`config.mk`:
```
export PLATFORM = sky130hd
export DESIGN_NAME = hemaia_clock_divisor_monitor_flat
export DESIGN_NICKNAME = d
export VERILOG_FILES = /design/src/rtl/hemaia_clock_divisor_monitor_if.sv /design/src/rtl/hemaia_clock_divisor_monitor.sv /design/src/flat_wrapper.sv
export SDC_FILE = /design/constraint.sdc
export NUM_CORES = 1
export LEC_CHECK = 0
export CORE_AREA = 2 2 63 65
export DETAILED_ROUTE_END_ITERATION = 16
export DIE_AREA = 0 0 65 67
export DONT_BUFFER_PORTS = 1
export HOLD_SLACK_MARGIN = 0.12
export SLEW_MARGIN = 20
export SYNTH_ARGS = -nofsm -noshare
export SYNTH_HDL_FRONTEND = slang
export SYNTH_SLANG_ARGS = --single-unit
```
`constraint.sdc`:
```
create_clock -name clk_i -period 2.1 [get_ports clk_i]
set_input_delay 0.63 -clock clk_i [delete_from_list [all_inputs] [get_ports clk_i]]
set_output_delay 0.63 -clock clk_i [all_outputs]
set_load 0.1 [all_outputs]
```
`src/rtl/hemaia_clock_divisor_monitor_if.sv`:
```
// Bundle between a clock-divisor monitor (slave) and the status/config side (master).
`timescale 1ns/1ps
interface hemaia_clock_divisor_monitor_if #(
  parameter int unsigned MaxDivisionWidth = 4
) ();
  logic                        enable_i;
  logic                        clk_div_i;
  logic [MaxDivisionWidth-1:0] expected_divisor_i;
  logic [MaxDivisionWidth-1:0] measured_divisor_o;
  logic                        valid_o;
  logic                        mismatch_o;
  logic                        change_o;
  logic                        range_err_o;
  logic                        stuck_o;
  logic                        stuck_level_o;

  modport master (
    output enable_i, clk_div_i, expected_divisor_i,
    input  measured_divisor_o, valid_o, mismatch_o, change_o,
           range_err_o, stuck_o, stuck_level_o
  );

  modport slave (
    input  enable_i, clk_div_i, expected_divisor_i,
    output measured_divisor_o, valid_o, mismatch_o, change_o,
           range_err_o, stuck_o, stuck_level_o
  );
endinterface

```
`src/rtl/hemaia_clock_divisor_monitor.sv`:
```
// Recovers the effective divisor of a divided clock by timing its rising edges in
// source-clock cycles; reports lock, change, out-of-range and stuck/gated status.
//   state    | meaning
//   IDLE     | disabled, period counter held at 0
//   ACQUIRE  | waiting for first edge; partial first period is discarded
//   MEASURE  | collecting identical periods toward lock
//   LOCKED   | measured divisor valid and being re-confirmed every period
//   STUCK    | no edge within the timeout (gated, bypassed or dead)
`timescale 1ns/1ps
module hemaia_clock_divisor_monitor #(
  parameter int unsigned MaxDivisionWidth = 4,
  parameter int unsigned SyncStages       = 2,
  parameter int unsigned MatchCount       = 4,
  parameter int unsigned TimeoutCycles    = 2**(MaxDivisionWidth+1)
) (
  input  logic                          clk_i,
  input  logic                          rst_i,
  hemaia_clock_divisor_monitor_if.slave mon
);

  localparam int unsigned CntWidth   = MaxDivisionWidth + 2;
  localparam int unsigned MatchWidth = $clog2(MatchCount + 1);

  localparam logic [CntWidth-1:0]   MaxPeriod  = CntWidth'((2**MaxDivisionWidth) - 1);
  localparam logic [CntWidth-1:0]   TimeoutVal = CntWidth'(TimeoutCycles);
  localparam logic [CntWidth-1:0]   CntOne     = CntWidth'(1);
  localparam logic [MatchWidth-1:0] MatchOne   = MatchWidth'(1);
  localparam logic [MatchWidth-1:0] LockAt     = MatchWidth'(MatchCount - 1);

  localparam logic [2:0] StIdle    = 3'd0;
  localparam logic [2:0] StAcquire = 3'd1;
  localparam logic [2:0] StMeasure = 3'd2;
  localparam logic [2:0] StLocked  = 3'd3;
  localparam logic [2:0] StStuck   = 3'd4;

  logic [SyncStages-1:0]       sync_q;
  logic                        prev_q;
  logic [2:0]                  state_q, state_d;
  logic [CntWidth-1:0]         cnt_q, cnt_d;
  logic [MatchWidth-1:0]       match_q, match_d;
  logic [MaxDivisionWidth-1:0] cand_q, cand_d;
  logic [MaxDivisionWidth-1:0] meas_q, meas_d;
  logic                        valid_q, valid_d;
  logic                        stuck_q, stuck_d;
  logic                        change_q, change_d;
  logic                        range_q, range_d;

  logic                        sync_level;
  logic                        rise;
  logic [CntWidth-1:0]         cnt_inc;
  logic [MaxDivisionWidth-1:0] period;
  logic                        in_range;
  logic                        timeout;
  logic                        same_cand;
  logic                        lock_hit;

  always_ff @(posedge clk_i) begin
    if (rst_i) begin
      sync_q <= '0;
      prev_q <= 1'b0;
    end else begin
      sync_q <= {sync_q[SyncStages-2:0], mon.clk_div_i};
      prev_q <= sync_q[SyncStages-1];
    end
  end

  assign sync_level = sync_q[SyncStages-1];
  assign rise       = sync_level & ~prev_q;
  // Saturate so a long gap never wraps back into the legal period range.
  assign cnt_inc    = (cnt_q == {CntWidth{1'b1}}) ? cnt_q : cnt_q + CntOne;
  assign period     = cnt_q[MaxDivisionWidth-1:0];
  assign in_range   = (cnt_q <= MaxPeriod);
  assign timeout    = (cnt_q >= TimeoutVal);
  assign same_cand  = (period == cand_q);
  assign lock_hit   = same_cand ? (match_q >= LockAt) : (MatchCount == 1);

  always_comb begin
    state_d  = state_q;
    cnt_d    = cnt_inc;
    match_d  = match_q;
    cand_d   = cand_q;
    meas_d   = meas_q;
    valid_d  = valid_q;
    stuck_d  = stuck_q;
    change_d = 1'b0;
    range_d  = 1'b0;
    if (!mon.enable_i) begin
      state_d = StIdle;
      cnt_d   = '0;
      valid_d = 1'b0;
      stuck_d = 1'b0;
    end else begin
      if (rise) cnt_d = CntOne;
      case (state_q)
        StIdle: begin
          cnt_d   = '0;
          state_d = StAcquire;
        end
        StAcquire: begin
          if (rise) begin
            match_d = '0;
            state_d = StMeasure;
          end else if (timeout) begin
            stuck_d = 1'b1;
            state_d = StStuck;
          end
        end
        StMeasure: begin
          if (rise) begin
            if (!in_range) begin
              range_d = 1'b1;
              match_d = '0;
            end else begin
              cand_d  = period;
              match_d = same_cand ? match_q + MatchOne : MatchOne;
              if (lock_hit) begin
                meas_d  = period;
                valid_d = 1'b1;
                state_d = StLocked;
              end
            end
          end else if (timeout) begin
            stuck_d = 1'b1;
            state_d = StStuck;
          end
        end
        StLocked: begin
          if (rise) begin
            if (cnt_q != CntWidth'(meas_q)) begin
              change_d = 1'b1;
              valid_d  = 1'b0;
              state_d  = StMeasure;
              if (in_range) begin
                cand_d  = period;
                match_d = MatchOne;
              end else begin
                range_d = 1'b1;
                match_d = '0;
              end
            end
          end else if (timeout) begin
            valid_d = 1'b0;
            stuck_d = 1'b1;
            state_d = StStuck;
          end
        end
        StStuck: begin
          if (rise) begin
            match_d = '0;
            stuck_d = 1'b0;
            state_d = StMeasure;
          end
        end
        default: begin
          cnt_d   = '0;
          state_d = StIdle;
        end
      endcase
    end
  end

  always_ff @(posedge clk_i) begin
    if (rst_i) begin
      state_q  <= StIdle;
      cnt_q    <= '0;
      match_q  <= '0;
      cand_q   <= '0;
      meas_q   <= '0;
      valid_q  <= 1'b0;
      stuck_q  <= 1'b0;
      change_q <= 1'b0;
      range_q  <= 1'b0;
    end else begin
      state_q  <= state_d;
      cnt_q    <= cnt_d;
      match_q  <= match_d;
      cand_q   <= cand_d;
      meas_q   <= meas_d;
      valid_q  <= valid_d;
      stuck_q  <= stuck_d;
      change_q <= change_d;
      range_q  <= range_d;
    end
  end

  assign mon.measured_divisor_o = meas_q;
  assign mon.valid_o            = valid_q;
  assign mon.mismatch_o         = valid_q && (meas_q != mon.expected_divisor_i);
  assign mon.change_o           = change_q;
  assign mon.range_err_o        = range_q;
  assign mon.stuck_o            = stuck_q;
  assign mon.stuck_level_o      = stuck_q & sync_level;

endmodule

```
`src/flat_wrapper.sv`:
```
// flat-port wrapper written by rule: the top's interface ports become plain ports
module hemaia_clock_divisor_monitor_flat 
#(
  parameter int unsigned MaxDivisionWidth = 4,
  parameter int unsigned SyncStages       = 2,
  parameter int unsigned MatchCount       = 4,
  parameter int unsigned TimeoutCycles    = 2**(MaxDivisionWidth+1)
)
  (clk_i, rst_i, mon_enable_i, mon_clk_div_i, mon_expected_divisor_i, mon_measured_divisor_o, mon_valid_o, mon_mismatch_o, mon_change_o, mon_range_err_o, mon_stuck_o, mon_stuck_level_o);
  hemaia_clock_divisor_monitor_if #(.MaxDivisionWidth(MaxDivisionWidth)) mon_i ();
  input  logic clk_i;
  input  logic rst_i;
  input wire logic [$bits(mon_i.enable_i)-1:0] mon_enable_i;
  input wire logic [$bits(mon_i.clk_div_i)-1:0] mon_clk_div_i;
  input wire logic [$bits(mon_i.expected_divisor_i)-1:0] mon_expected_divisor_i;
  output wire logic [$bits(mon_i.measured_divisor_o)-1:0] mon_measured_divisor_o;
  output wire logic [$bits(mon_i.valid_o)-1:0] mon_valid_o;
  output wire logic [$bits(mon_i.mismatch_o)-1:0] mon_mismatch_o;
  output wire logic [$bits(mon_i.change_o)-1:0] mon_change_o;
  output wire logic [$bits(mon_i.range_err_o)-1:0] mon_range_err_o;
  output wire logic [$bits(mon_i.stuck_o)-1:0] mon_stuck_o;
  output wire logic [$bits(mon_i.stuck_level_o)-1:0] mon_stuck_level_o;
  assign mon_i.enable_i = mon_enable_i;
  assign mon_i.clk_div_i = mon_clk_div_i;
  assign mon_i.expected_divisor_i = mon_expected_divisor_i;
  assign mon_measured_divisor_o = mon_i.measured_divisor_o;
  assign mon_valid_o = mon_i.valid_o;
  assign mon_mismatch_o = mon_i.mismatch_o;
  assign mon_change_o = mon_i.change_o;
  assign mon_range_err_o = mon_i.range_err_o;
  assign mon_stuck_o = mon_i.stuck_o;
  assign mon_stuck_level_o = mon_i.stuck_level_o;
  hemaia_clock_divisor_monitor #(.MaxDivisionWidth(MaxDivisionWidth), .SyncStages(SyncStages), .MatchCount(MatchCount), .TimeoutCycles(TimeoutCycles)) u_core (.clk_i(clk_i), .rst_i(rst_i), .mon(mon_i));
endmodule
```
==> results.toml, run 1 <==
[outcome]
run_status = "completed"

[drt]
firstDrtPassIters = 4
post_drt_via_cell_ratio = 5.41
detail_route.iter0.violations = 77
dr_vias = 1244
route.antenna.remaining_nets = 0
postRouteWirelength_um = 3210
drc_errors = 0
route.detailed.wl_per_inst_um = 13.9

[timing]
achievable-frequency_mhz = 479
tightestPinTransition_ns = 0.513
timing.final.setup_violations = 0
final-hold-violation-count = 0
finalCritPeriodShare_pct = 99.5
period_minus_slack_ns = 2.09
final_max_slew_viol_count = 0
hold_ws_ns = 0.408
worst_clock_skew_ns = 0.00735
timing.max_slew.rel_slack_pct = 65.7
grt_setup_unrepaired = "true"
setup_slack_ns = 0.0111
finalSetupTns_ns = 0

[yosys]
netlist_instances = 176
async_reset_ff_share_pct = 0
syn-cell-area_sq_um = 1600
synth_enable_flop_cells = 0
syn_area_per_cell_sq_um = 9.09
dominantRegCellSynth = "sky130_fd_sc_hd__dfxtp_1"
synth_nets = 188
yosys_warnings = 0
seq_area_frac_synth_pct = 33.8
number_of_synthesized_register_bits = 27
synth.top_cells.by_area = "sky130_fd_sc_hd__dfxtp_1 (34%), sky130_fd_sc_hd__mux2i_1 (7.5%), sky130_fd_sc_hd__nand2b_1 (7.0%), sky130_fd_sc_hd__xor2_1 (4.9%), sky130_fd_sc_hd__ha_1 (3.1%)"
post_synth_top_area_share_pct = 33.8
synth_top_cell_by_area = "sky130_fd_sc_hd__dfxtp_1"
yosys.cell_types.count = 44

[layout]
finish.net_count = 195
multi_input_logic_area_sq_um = 990
antenna-diode-count = 0
seqCellArea_sq_um = 548
syn_to_final_growth_pct = 11.1
fillerInstances = 335
layout-drive-gt1-share_pct = 18.7

[critical_path]
worst-endpoint-required_ns = 1.47
worst_setup_path_start_kind = "input pin"
timing.critical_path.to_type = "output pin"
critical_path_arrival_ns = 1.46
critical_path_peak_fanout = 1
path_class = "input pin to output pin"

[floorplan]
boundaryPins = 18
fp.dieH_um = 67
placement_rows = 22
core_area_sq_um = 3610
die_area_sq_um = 4360
floorplan.initialDensity_pct = 44.4
die_x_um = 65

[place]
place.gp.congestion = 0.838
numPortBuffers = 0
dp_hpwl_um = 2460
detailedPlace.worstSlack_ns = 0.0204

[clocking]
cts_tree = "yes"
count_of_clock_tree_sinks = 27
path_clk_slew_ns = 0.10
cts_inserted_buffers = 3
clock_latency_ns = 0.27
post_cts_hold_buffer_count = 0
clk_path_buf_depth = 2
htreeDepth = 1
cts-resized-gates = 0
clock-root-buffer = "sky130_fd_sc_hd__clkbuf_8"
post_cts_setup_repair_bufs = 0

[grt]
total_grt_usage_pct = 16.6
globalRoute.totalOverflow = 0
vias_in_the_first_global_route = 1181
initial_antenna_violation_count = 0
grt_start_max_net_pins = 22
grt_first_pass_wirelength_um = 5600

[min_path]
worst_hold_path_class = "input pin to flip-flop"

[pwr]
total_power_mw = 0.880
peakVddDrop_uv = 250
pwr_density_cell_nw_per_um2 = 495
p_leak_nw = 0.674

[flow_run]
cap_viol_max_count = 0
## registers in the layout, indices dropped and copies added (netlist names)
register                       count
u_core.match_q                     3
u_core.mon.valid_o                 1
u_core.sync_q                      2
u_core.mon.stuck_o                 1
u_core.mon.change_o                1
u_core.prev_q                      1
u_core.state_q                     3
u_core.mon.range_err_o             1
u_core.cnt_q                       6
u_core.cand_q                      4
u_core.mon.measured_divisor_o      4
## final cells by class
| cell class | instances | share of cell area [%] |
|---|---|---|
| multi-input combinational | 135 | 55.7 |
| clock buffer | 3 | 2.32 |
| inverter | 4 | 0.844 |
| tap | 48 | 3.38 |
| clock inverter | 1 | 0.493 |
| sequential | 27 | 30.8 |
| timing repair buffer | 12 | 6.47 |
## Yosys cell counts, drive strengths merged (5+ instances only)
cell type	instances
nand3	7
buf	7
nor2b	7
xor2	11
nand2	12
xnor2	5
nor3	5
nand2b	18
nor2	11
dfxtp	27
o21ai	6
mux2i	12
## metal layers
metal  GRT usage (%)  up-vias  share of wire (%)
met4            6.12        0                1.7
met1            22.6      582                 47
met2            25.9       27                 46
met5               0        -                  0
li1                -      628                  -
met3            3.21        7                4.7
## final timing paths
check | end | startpoint | slack [ns] | cells after the start
setup reg to reg | u_core.match_q[0]$_SDFFE_PP0P_ | u_core.mon.measured_divisor_o[1]$_SDFFE_PP0P_ | 0.32 | 5
hold reg to reg | u_core.sync_q[1]$_SDFF_PP0_ | u_core.sync_q[0]$_SDFF_PP0_ | 0.45 | 1
hold / removal | u_core.prev_q$_SDFF_PP0_ | rst_i | 0.41 | 1
setup / recovery | mon_mismatch_o | mon_expected_divisor_i[1] | 0.01 | 3
## stage by stage
stage | instance area [sq um] | utilization, % | instances
after floorplan | 1610 | - | 176
after global placement | 1730 | 47.9 | 226
after detailed placement | 1730 | 47.9 | 226
after CTS | 1780 | 49.3 | 230
after global routing | 1780 | 49.3 | 230
final | 1780 | 49.3 | 230
## worst max-delay path: stages
cell	delay, ns
sky130_fd_sc_hd__xor2_1	0.14
sky130_fd_sc_hd__o41a_2	0.51
sky130_fd_sc_hd__buf_12	0.18
## report_power, final
part	internal (mW)	total, mW	switching (mW)
Clock	0.139	0.312	0.173
Combinational	0.0211	0.0474	0.0263
Sequential	0.516	0.521	0.00487
Total	0.676	0.880	0.204
## kinds of logic (layout without fill, tap and decap cells)
| family | count (synthesis) | count (layout) | share of synthesized area [%] |
|---|---|---|---|
| simple gates | 76 | 76 | 27.5 |
| flops | 27 | 27 | 33.8 |
| buf+inv | 14 | 20 | 4.53 |
| compound gates | 26 | 26 | 12.9 |
| fa+ha+maj | 4 | 4 | 3.13 |
| mux | 13 | 13 | 8.44 |
| xor+xnor | 16 | 16 | 9.70 |
## cell usage in the layout, fill, tap and decap left out, drive strengths merged, types with 4 or more instances in the layout
cell and instances:
ha 4, buf 12, a31oi 4, xnor2 5
mux2i 12, nand2 12, nor2b 7, dfxtp 27
nor2 11, nor3 5, o21ai 6, inv 5
nand3 7, a211oi 4, nand2b 18, xor2 11
Note: power is estimated with default switching activity, not from simulation.
==> run 2: changes to the inputs <==
--- a/config.mk
+++ b/config.mk
@@ -5,9 +5,10 @@
 export SDC_FILE = /design/constraint.sdc
 export NUM_CORES = 1
 export LEC_CHECK = 0
-export CORE_AREA = 2 2 63 65
+export ABC_AREA = 1
+export CORE_AREA = 2 2 62 64
 export DETAILED_ROUTE_END_ITERATION = 16
-export DIE_AREA = 0 0 65 67
+export DIE_AREA = 0 0 64 66
 export DONT_BUFFER_PORTS = 1
 export HOLD_SLACK_MARGIN = 0.12
 export SLEW_MARGIN = 20
==> run 2 against run 1 <==
Hold slack got worse by 0.062 ns. Critical path type is now flip-flop to output pin. Count of clock-buffer cells in the layout is the same. Power fell by 9.5%. Global-route usage decreased by 0.44 points. Combinational power increased by 3%. Clock power shrank 27%. Highest routed layer unchanged. Wire length fell by 4.6%. Via count rose by 11%. Sequential power about the same.
==> results.toml, run 2 <==
[critical_path]
worstReg2RegEnd = "u_core.mon.valid_o$_SDFFE_PP0P_"
timing.critical_path.to_type = "output pin"
critical_path_arrival_ns = 1.41
cp_slowest_cell = "sky130_fd_sc_hd__dfxtp_2"
crit-reg2reg-launch = "u_core.mon.measured_divisor_o[0]$_SDFFE_PP0P_"
path_buf_inv = 1
worst-path-stages = 4
reg2reg_setup_slack_ns = 0.46
path_class = "flip-flop to output pin"
critical_path_peak_fanout = 3
critical_path.max_stage_delay_ns = 0.35
path_delay_family = "flip-flops"
worst_setup_path_start_kind = "flip-flop"
timing.critical_path.cells = "or2_4, a22oi_2, a31oi_4, buf_12"
reg2reg_depth = 10
worst-endpoint-required_ns = 1.47
crit_start = "u_core.mon.measured_divisor_o[0]$_SDFFE_PP0P_"

[timing]
hold_ws_ns = 0.347
period_minus_slack_ns = 2.04
setup_slack_ns = 0.0632
timing.final.setup_violations = 0
timing.max_slew.rel_slack_pct = 72.9
finalCritPeriodShare_pct = 97.0
final-hold-violation-count = 0
worst_clock_skew_ns = 0.00819
grt_setup_unrepaired = "true"
achievable-frequency_mhz = 491
final_max_slew_viol_count = 0
tightestPinTransition_ns = 0.405

[floorplan]
boundaryPins = 18
floorplan.initialDensity_pct = 42.7
die_x_um = 64
core_area_sq_um = 3550
placement_rows = 22
fp.dieH_um = 66
die_area_sq_um = 4220

[place]
detailedPlace.worstSlack_ns = -0.0260
place.gp.congestion = 0.831
post_dp_cell_area_sq_um = 1690
dp_hpwl_um = 2420
numPortBuffers = 0

[yosys]
syn-cell-area_sq_um = 1520
synth.top_cells.by_area = "sky130_fd_sc_hd__dfxtp_1 (36%), sky130_fd_sc_hd__nand2_1 (15%), sky130_fd_sc_hd__inv_1 (8.9%), sky130_fd_sc_hd__nor2_1 (8.9%), sky130_fd_sc_hd__a21oi_1 (4.3%)"
yosys_warnings = 0
leading_cell_types_by_count_after_synthesis = "sky130_fd_sc_hd__nand2_1 (61), sky130_fd_sc_hd__inv_1 (36), sky130_fd_sc_hd__nor2_1 (36)"
number_of_synthesized_register_bits = 27
post-synth-top-count-cell = "sky130_fd_sc_hd__nand2_1"
netlist_instances = 233
seq_area_frac_synth_pct = 35.6
post_synth_top_area_share_pct = 35.6
synth_enable_flop_cells = 0
synth_nets = 245
syn_area_per_cell_sq_um = 6.51
dominantRegCellSynth = "sky130_fd_sc_hd__dfxtp_1"
yosys.cell_types.count = 29
async_reset_ff_share_pct = 0
synth_top_cell_by_area = "sky130_fd_sc_hd__dfxtp_1"

[drt]
dr_vias = 1375
firstDrtPassIters = 6
route.detailed.wl_per_inst_um = 10.4
post_drt_via_cell_ratio = 4.68
detail_route.iter0.violations = 72
postRouteWirelength_um = 3060
route.antenna.remaining_nets = 0
drc_errors = 0

[outcome]
run_status = "completed"

[clocking]
count_of_clock_tree_sinks = 27
cts_tree = "yes"
htreeDepth = 1
clock-root-buffer = "sky130_fd_sc_hd__clkbuf_4"
clk_path_buf_depth = 2
post_cts_hold_buffer_count = 0
clock_latency_ns = 0.33
path_clk_slew_ns = 0.15
cts_inserted_buffers = 3

[layout]
postLayoutCellArea_sq_um = 1730
multi_input_logic_area_sq_um = 837
finish.net_count = 259
final_core_density_pct = 48.8
layout-drive-gt1-share_pct = 16.7
top_register = "u_core.cnt_q"
antenna-diode-count = 0
most_frequent_cells_in_the_layout = "sky130_fd_sc_hd__nand2_1 (61), sky130_fd_sc_hd__inv_1 (36), sky130_fd_sc_hd__nor2_1 (36)"
seqCellArea_sq_um = 548
largest_reg_flops = 6
most_common_library_cell_in_the_layout_ignoring_fill_and_taps = "sky130_fd_sc_hd__nand2_1"
syn_to_final_growth_pct = 14.3
fillerInstances = 384

[grt]
vias_in_the_first_global_route = 1247
grt_first_pass_wirelength_um = 5420
globalRoute.totalOverflow = 0
grt_start_max_net_pins = 16
total_grt_usage_pct = 16.2
initial_antenna_violation_count = 0

[min_path]
hold_path.startpoint = "rst_i"
worst_hold_path_class = "input pin to flip-flop"
worst_hold_path.endpoint = "u_core.match_q[0]$_SDFFE_PP0P_"
worst_hold_path.num_cells = 1

[pwr]
peakVddDrop_uv = 346
p_leak_nw = 0.784
pwr_density_cell_nw_per_um2 = 460

[flow_run]
cap_viol_max_count = 0
## run 2: layer usage
| layer | vias up | global-route usage, % | routed length (um) |
|---|---|---|---|
| met5 | - | 0 | 0 |
| met4 | 0 | 2.45 | 19 |
| met3 | 5 | 3.58 | 96 |
| met2 | 18 | 27.6 | 1410 |
| met1 | 604 | 21.2 | 1540 |
| li1 | 748 | - | - |
## run 2: worst register-to-register path: stages, from the launching register on
cell and delay (ns):
sky130_fd_sc_hd__dfxtp_2 0.37, sky130_fd_sc_hd__buf_4 0.30, sky130_fd_sc_hd__inv_1 0.10, sky130_fd_sc_hd__nand2_1 0.07, sky130_fd_sc_hd__nand2_1 0.06, sky130_fd_sc_hd__nor2_2 0.12
sky130_fd_sc_hd__nand3_1 0.14, sky130_fd_sc_hd__nor2_2 0.13, sky130_fd_sc_hd__nor2_1 0.07, sky130_fd_sc_hd__a21oi_1 0.12, sky130_fd_sc_hd__nor2_1 0.07
## run 2: logic make-up (layout without fill, tap and decap cells)
group | count (synthesis) | count (layout) | share of synthesized area, %
AND/OR/NAND/NOR | 129 | 129 | 38.1
buffers and inverters | 42 | 55 | 10.9
AO/OA/AOI/OAI | 27 | 27 | 9.81
flip-flops | 27 | 27 | 35.6
adder cells (fa/ha/maj) | 4 | 4 | 3.30
XOR/XNOR | 4 | 4 | 2.31
## run 2: how the worst max path moves through the flow
stage | endpoint | slack (ns)
2_1_floorplan | mon_mismatch_o | -0.09
3_3_place_gp | mon_mismatch_o | -0.03
3_5_place_dp | mon_mismatch_o | -0.03
4_1_cts | mon_mismatch_o | 0.0002
5_1_grt | mon_mismatch_o | -0.01
6_report | mon_mismatch_o | 0.06
## run 2: per-stage QoR
stage	cells	power [mW]	setup TNS (ns)
after global placement	289	0.579	-0.0252
after CTS	294	0.811	0
after global routing	294	0.840	-0.0130
after floorplan	233	0.571	-0.0910
after detailed placement	289	0.579	-0.0260
final	294	0.797	0
## run 2: what timing repair did
action | 4_1_cts | 5_1_grt
pin swaps | 3 | 2
setup endpoints to repair | 1 | 1
setup buffers | 1 | 0
gates resized for setup | 3 | 0
hold endpoints to repair | 0 | 0
## run 2: where the power goes
part	switching (mW)	leakage [nW]	internal, mW	total, mW
Combinational	0.0313	0.545	0.0173	0.0486
Sequential	0.00386	0.221	0.517	0.521
Clock	0.156	0.0177	0.0716	0.228
Total	0.191	0.784	0.606	0.797
## run 2: layout make-up
class	instances	share of cell area, %
clock buffers	3	1.30
repair buffers	12	6.64
inverters	39	8.44
well taps	48	3.46
flip-flops and latches	27	31.6
multi-input cells	164	48.3
clock inverters	1	0.289
